## config.mk

```make
export PLATFORM = sky130hd
export DESIGN_NAME = udp_hdr_extract_flat
export DESIGN_NICKNAME = d
export VERILOG_FILES = /design/src/rtl/udp_hdr_extract_if.sv /design/src/rtl/udp_hdr_extract.sv /design/src/flat_wrapper.sv
export SDC_FILE = /design/constraint.sdc
export NUM_CORES = 1
export LEC_CHECK = 0
export BUFFER_PORTS_ARGS = -buffer_cell sky130_fd_sc_hd__buf_2
export CORE_UTILIZATION = 52
export DETAILED_ROUTE_END_ITERATION = 6
export GPL_TIMING_DRIVEN = 0
export PLACE_DENSITY = 0.72
export SYNTH_ARGS = -nofsm -noshare
export SYNTH_HDL_FRONTEND = slang
export SYNTH_SLANG_ARGS = --single-unit
```

## constraint.sdc

```tcl
create_clock -name clk -period 4.3 [get_ports clk]
set_clock_uncertainty 0.1 [all_clocks]
set_input_delay 0.645 -clock clk [delete_from_list [all_inputs] [get_ports clk]]
set_output_delay 0.645 -clock clk [all_outputs]
set_load 0.1 [all_outputs]
```

## src/rtl/udp_hdr_extract_if.sv

```systemverilog
`timescale 1ns/1ps
// Bundle for udp_hdr_extract: MAC RX byte stream in, decoded UDP header fields out.
interface udp_hdr_extract_if;
  logic        eth_valid;
  logic        eth_sof;
  logic        eth_eof;
  logic [7:0]  eth_data;
  logic [15:0] src_port;
  logic [15:0] dst_port;
  logic [15:0] udp_len;
  logic [15:0] udp_csum;
  logic        hdr_valid;
  logic        hdr_err;
  logic        busy;

  modport master (
    output eth_valid, eth_sof, eth_eof, eth_data,
    input  src_port, dst_port, udp_len, udp_csum, hdr_valid, hdr_err, busy
  );

  modport slave (
    input  eth_valid, eth_sof, eth_eof, eth_data,
    output src_port, dst_port, udp_len, udp_csum, hdr_valid, hdr_err, busy
  );
endinterface

```

## src/rtl/udp_hdr_extract.sv

```systemverilog
`timescale 1ns/1ps
// UDP header extractor: counts frame bytes, stages HDR_BYTES bytes from HDR_OFFSET and
// publishes ports/length/checksum atomically. Macro UDP_LEN_CHECK_EN rejects udp_len < 8.
module udp_hdr_extract #(
  parameter int HDR_OFFSET = 34,
  parameter int HDR_BYTES  = 8,
  parameter int CNT_W      = 11
) (
  input  logic                clk,
  input  logic                reset,
  udp_hdr_extract_if.slave    bus
);
  typedef enum logic [1:0] {IDLE = 2'd0, SKIP = 2'd1, CAPTURE = 2'd2, DONE = 2'd3} state_t;

  localparam logic [CNT_W-1:0] OFF_C  = CNT_W'(HDR_OFFSET);
  localparam logic [CNT_W-1:0] PRE_C  = CNT_W'(HDR_OFFSET - 1);
  localparam logic [CNT_W-1:0] LAST_C = CNT_W'(HDR_OFFSET + HDR_BYTES - 1);

  state_t           state_q;
  logic [CNT_W-1:0] cnt_q;
  logic [63:0]      stage_q;
  logic [63:0]      stage_d;
  logic [15:0]      src_port_q, dst_port_q, udp_len_q, udp_csum_q;
  logic             hdr_valid_q, hdr_err_q;

  logic             acc, sof, eof;
  logic             in_frame, capture_now, last_hdr, len_bad;
  logic [CNT_W-1:0] idx, pos, cnt_inc;
  logic [15:0]      len_d, csum_d;

  assign acc      = bus.eth_valid;
  assign sof      = acc & bus.eth_sof;
  assign eof      = acc & bus.eth_eof;
  assign in_frame = (state_q == SKIP) || (state_q == CAPTURE);

  // Index of the byte presented this cycle; an sof byte is always index 0.
  assign idx     = sof ? '0 : cnt_q;
  assign cnt_inc = (&cnt_q) ? cnt_q : cnt_q + CNT_W'(1);
  assign pos     = idx - OFF_C;

  assign capture_now = acc & (sof ? (HDR_OFFSET == 0) : (state_q == CAPTURE));
  assign last_hdr    = capture_now & (idx == LAST_C);

  // Staging byte gi holds header byte gi; bytes past the eighth are counted but dropped.
  for (genvar gi = 0; gi < 8; gi++) begin : g_stage
    assign stage_d[63-8*gi -: 8] = (capture_now && pos == CNT_W'(gi)) ? bus.eth_data :
                                   (sof ? 8'h00 : stage_q[63-8*gi -: 8]);
  end

  assign len_d  = (HDR_BYTES >= 6) ? stage_d[31:16] : 16'h0000;
  assign csum_d = (HDR_BYTES >= 8) ? stage_d[15:0]  : 16'h0000;

`ifdef UDP_LEN_CHECK_EN
  assign len_bad = (len_d < 16'd8);
`else
  assign len_bad = 1'b0;
`endif

  always_ff @(posedge clk or posedge reset) begin
    if (reset) begin
      state_q     <= IDLE;
      cnt_q       <= '0;
      stage_q     <= '0;
      src_port_q  <= '0;
      dst_port_q  <= '0;
      udp_len_q   <= '0;
      udp_csum_q  <= '0;
      hdr_valid_q <= 1'b0;
      hdr_err_q   <= 1'b0;
    end else begin
      hdr_valid_q <= 1'b0;
      hdr_err_q   <= 1'b0;
      // Non-sof bytes outside a frame (IDLE/DONE) are ignored entirely.
      if (acc && (sof || in_frame)) begin
        cnt_q   <= sof ? CNT_W'(1) : cnt_inc;
        stage_q <= stage_d;
        if (last_hdr) begin
          src_port_q  <= stage_d[63:48];
          dst_port_q  <= stage_d[47:32];
          udp_len_q   <= len_d;
          udp_csum_q  <= csum_d;
          hdr_valid_q <= ~len_bad;
          hdr_err_q   <= len_bad;
          state_q     <= DONE;
        end else if (eof) begin
          hdr_err_q <= 1'b1;
          state_q   <= IDLE;
        end else if (capture_now || idx == PRE_C) begin
          state_q <= CAPTURE;
        end else begin
          state_q <= SKIP;
        end
      end
    end
  end

  assign bus.src_port  = src_port_q;
  assign bus.dst_port  = dst_port_q;
  assign bus.udp_len   = udp_len_q;
  assign bus.udp_csum  = udp_csum_q;
  assign bus.hdr_valid = hdr_valid_q;
  assign bus.hdr_err   = hdr_err_q;
  assign bus.busy      = in_frame;
endmodule

```

## src/flat_wrapper.sv

```systemverilog
// flat-port wrapper written by rule: the top's interface ports become plain ports
module udp_hdr_extract_flat 
#(
  parameter int HDR_OFFSET = 34,
  parameter int HDR_BYTES  = 8,
  parameter int CNT_W      = 11
)
  (clk, reset, bus_eth_valid, bus_eth_sof, bus_eth_eof, bus_eth_data, bus_src_port, bus_dst_port, bus_udp_len, bus_udp_csum, bus_hdr_valid, bus_hdr_err, bus_busy);
  udp_hdr_extract_if bus_i ();
  input  logic clk;
  input  logic reset;
  input wire logic [$bits(bus_i.eth_valid)-1:0] bus_eth_valid;
  input wire logic [$bits(bus_i.eth_sof)-1:0] bus_eth_sof;
  input wire logic [$bits(bus_i.eth_eof)-1:0] bus_eth_eof;
  input wire logic [$bits(bus_i.eth_data)-1:0] bus_eth_data;
  output wire logic [$bits(bus_i.src_port)-1:0] bus_src_port;
  output wire logic [$bits(bus_i.dst_port)-1:0] bus_dst_port;
  output wire logic [$bits(bus_i.udp_len)-1:0] bus_udp_len;
  output wire logic [$bits(bus_i.udp_csum)-1:0] bus_udp_csum;
  output wire logic [$bits(bus_i.hdr_valid)-1:0] bus_hdr_valid;
  output wire logic [$bits(bus_i.hdr_err)-1:0] bus_hdr_err;
  output wire logic [$bits(bus_i.busy)-1:0] bus_busy;
  assign bus_i.eth_valid = bus_eth_valid;
  assign bus_i.eth_sof = bus_eth_sof;
  assign bus_i.eth_eof = bus_eth_eof;
  assign bus_i.eth_data = bus_eth_data;
  assign bus_src_port = bus_i.src_port;
  assign bus_dst_port = bus_i.dst_port;
  assign bus_udp_len = bus_i.udp_len;
  assign bus_udp_csum = bus_i.udp_csum;
  assign bus_hdr_valid = bus_i.hdr_valid;
  assign bus_hdr_err = bus_i.hdr_err;
  assign bus_busy = bus_i.busy;
  udp_hdr_extract #(.HDR_OFFSET(HDR_OFFSET), .HDR_BYTES(HDR_BYTES), .CNT_W(CNT_W)) u_core (.clk(clk), .reset(reset), .bus(bus_i));
endmodule
```

==> metrics <==
number of global-route vias before repair just under 5k; CTS H-Tree Depth 4; Peak Freq 243.4 MHz; share of cells above drive strength 1 about 17%; Worst R2R End u_core.bus.udp_len[0]; post-DP HPWL 10,420 um; clock root cell clkbuf_16; Hold Path Class in -> async; Leak a little under 4 nW; period utilization a little over nine tenths; Pre-Repair DR Iteration Count 7; clock input transition at the sequential cells of the worst setup and hold paths roughly 0.06 ns; detailed-routed wire length on met2 between 7000 and 8000 um; core footprint approximately 12,000 sq um; highest-delay cell along the critical path or4_1; number of enable flip-flop cells after synthesis 0; Starting DRT DRC Count roughly 460; antenna cells 0; Worst-Margin Slew 1.038 ns; filler instances ~900; number of remaining DRC errors 11; Setup violations, final 0; TritonCTS clock tree done; layout overhead on the synthesized area 20.15%; via-per-instance ratio roughly 5.7; distinct cell type count of the synthesized netlist 47; Worst R2R Start u_core.cnt_q[6]; signal arrival time at the worst endpoint 4.36 ns; most instantiated flip-flop cell in the synthesis netlist dfrtp_1; Pwr per Cell Area around 420 nW/um^2; Final Wtd Congestion about 0.84; row cnt 39; YS warnings 0; Buf/Inv on CP 5; commonest cells after routing, fill and taps aside nand2_1, dfrtp_1, buf_2; commonest non-fill, non-tap cell in the layout nand2_1; hold slack final ~0.16 ns; Total Nets Final 767; outcome complete, but fails checks; total of buffers placed on input and output ports 70; critical path endpoint category flip-flop; final count of hold timing violations 0; Async SR Flop Fraction 100.0%; antenna violations before repair 0; number of max-capacitance violations reported 0; first-pass GRT wire length approximately 25,000 um; number of post-CTS setup repair buffers 0; logic depth of the worst setup path including buffers 14; post-route core utilization 64.77%; crit path max fanout 10; synthesized area 6235 sq um; Avg Cell Area, Syn about 9.5 sq um; Total GRT Usage about a quarter; total wire length ~15,000 um; number of vias after detailed routing between 5k and 6k; wire per inst roughly 17 um; gate count of the mapped netlist 659; worst-case clock buffer depth 2; die outline height 111.5 um; Starting Density between 50% and 60%; setup slack on the worst flop-to-flop path 0.86 ns; net count of the mapped netlist roughly 680; crit path time final between 4 and 5 ns; CP Data Required Time roughly 4.6 ns; largest net degree at the start of global routing 46; number of buffers created by CTS 17; violations in the final reports design-rule violations; cells on worst reg2reg path 7; Die Wd 111.5 um; total routed wire length on the met1 layer ~6800 um; uppermost signal routing layer after detailed routing met4; sequential element share of the synthesized area approximately 57%; stage delay of the slowest cell on the critical path roughly 0.52 ns; I/O pin count 80; die outline area approximately 12,000 sq um; detailed route wirelength on metal3 ~870 um; number of buffers inserted for hold repair after clock tree synthesis 0; setup repair after global routing missed its margin false; largest vdd supply drop around 0.00021 V; startpoint class of the critical path input pin; Relative slew margins between 30% and 40%; Routed Antenna Nets 0; number of clock sinks between 100 and 150; final slew viol count 0; kind of cell adding the most delay to the critical path simple AND/OR/NAND/NOR gates; cell breakdown of the critical path clkbuf_1 -> nand2_1 -> clkbuf_2 -> clkbuf_1 -> nand2_1 -> ha_1 -> nor4bb_1 -> o22ai_1 -> a2111o_1 -> buf_6 -> or4_1 -> buf_6 -> nor4_4 -> a22o_1; #FFs+latches synth about 140; Worst-Skew Late Latency around 0.42 ns; remaining global-route overflow 0; WS Path Type in -> reg
[cell usage after synthesis (all sizes together), types with 5 or more instances]
master | instances | area (sq um)
nor3 | 8 | 72.57
nand3 | 25 | 125.1
buf | 9 | 63.81
a22o | 32 | 280.3
nor4 | 14 | 151.4
or3 | 5 | 31.28
a21o | 16 | 120.1
dfrtp | 143 | 3578
inv | 9 | 33.78
nand4 | 5 | 31.28
nor2 | 18 | 67.56
clkbuf | 34 | 127.6
o21ai | 54 | 270.3
nand2 | 239 | 897.1
[registers in the layout (all words and copies together), names as in the netlist]
signal	flops
u_core.stage_q	64
u_core.bus.dst_port	16
u_core.bus.hdr_err	1
u_core.bus.src_port	16
u_core.bus.udp_len	16
u_core.bus.udp_csum	16
u_core.cnt_q	11
u_core.bus.hdr_valid	1
u_core.state_q	2
[kinds of logic after synthesis]
| kind of cell | share of synthesized area [%] |
|---|---|
| XOR/XNOR | 1.124 |
| AND/OR/NAND/NOR | 24.38 |
| buffers and inverters | 3.612 |
| flip-flops | 57.40 |
| adder cells (fa/ha/maj) | 0.6021 |
| AO/OA/AOI/OAI | 12.88 |
[through the flow]
step	cells	setup TNS [ns]	setup slack (ns)	total power (W)	instance area, sq um
finish	907	0	0.1916	0.003150	7491
floorplan	659	0	0.3893	0.001641	6238
global route	907	0	0.007486	0.003255	7491
CTS	907	0	0.05360	0.003142	7427
global placement	872	-15.22	-0.6539	0.001701	6768
detailed placement	875	-25.07	-0.7767	0.001718	6828
[metal layers]
layer	track usage, %	vias up
met5	0	-
met4	10.09	0
met3	5.444	26
met2	41.71	190
met1	35.01	2562
li1	-	2413
[repair_timing]
action	CTS	global route
endpoints found under the setup margin	21	74
hold endpoints to repair	0	0
gates resized for setup	4	16
pin swaps	0	2
[layout make-up]
type	instances	area, sq um	share of cell area, %
Buffer	43	195.2	2.606
Clock inverter	10	102.6	1.370
Timing Repair Buffer	73	410.4	5.479
Tap cell	143	178.9	2.389
Sequential cell	143	3578	47.77
Inverter	9	37.54	0.5011
Clock buffer	22	474.2	6.330
Multi-Input combinational cell	464	2514	33.56
[power breakdown]
group	leakage [nW]	total, W	switching [W]	internal, W
clock	0.266	0.00142	0.000576	0.000847
sequential	1.99	0.00137	0.0000117	0.00136
combinational	1.64	0.000354	0.000260	0.0000941
total	3.90	0.00315	0.000848	0.00230
[worst register-to-register path, stage by stage, from the launching register on]
cell and delay [ns]:
dfrtp_1 0.47, nor4_1 0.53, nand4_1 0.31, nor4_2 0.85
clkbuf_1 0.46, buf_1 0.43, nand2_1 0.13, nand2_1 0.09
[how the worst max path moves through the flow]
stage	startpoint	end	slack (ns)
after CTS	bus_eth_valid	u_core.stage_q[5]	0.05
final	bus_eth_valid	u_core.stage_q[26]	0.19
after global routing	bus_eth_valid	u_core.stage_q[28]	0.007
after detailed placement	bus_eth_valid	u_core.stage_q[35]	-0.78
after floorplan	bus_eth_valid	u_core.stage_q[32]	0.39
after global placement	bus_eth_valid	u_core.stage_q[33]	-0.65
(Power assumes the default switching activity.)
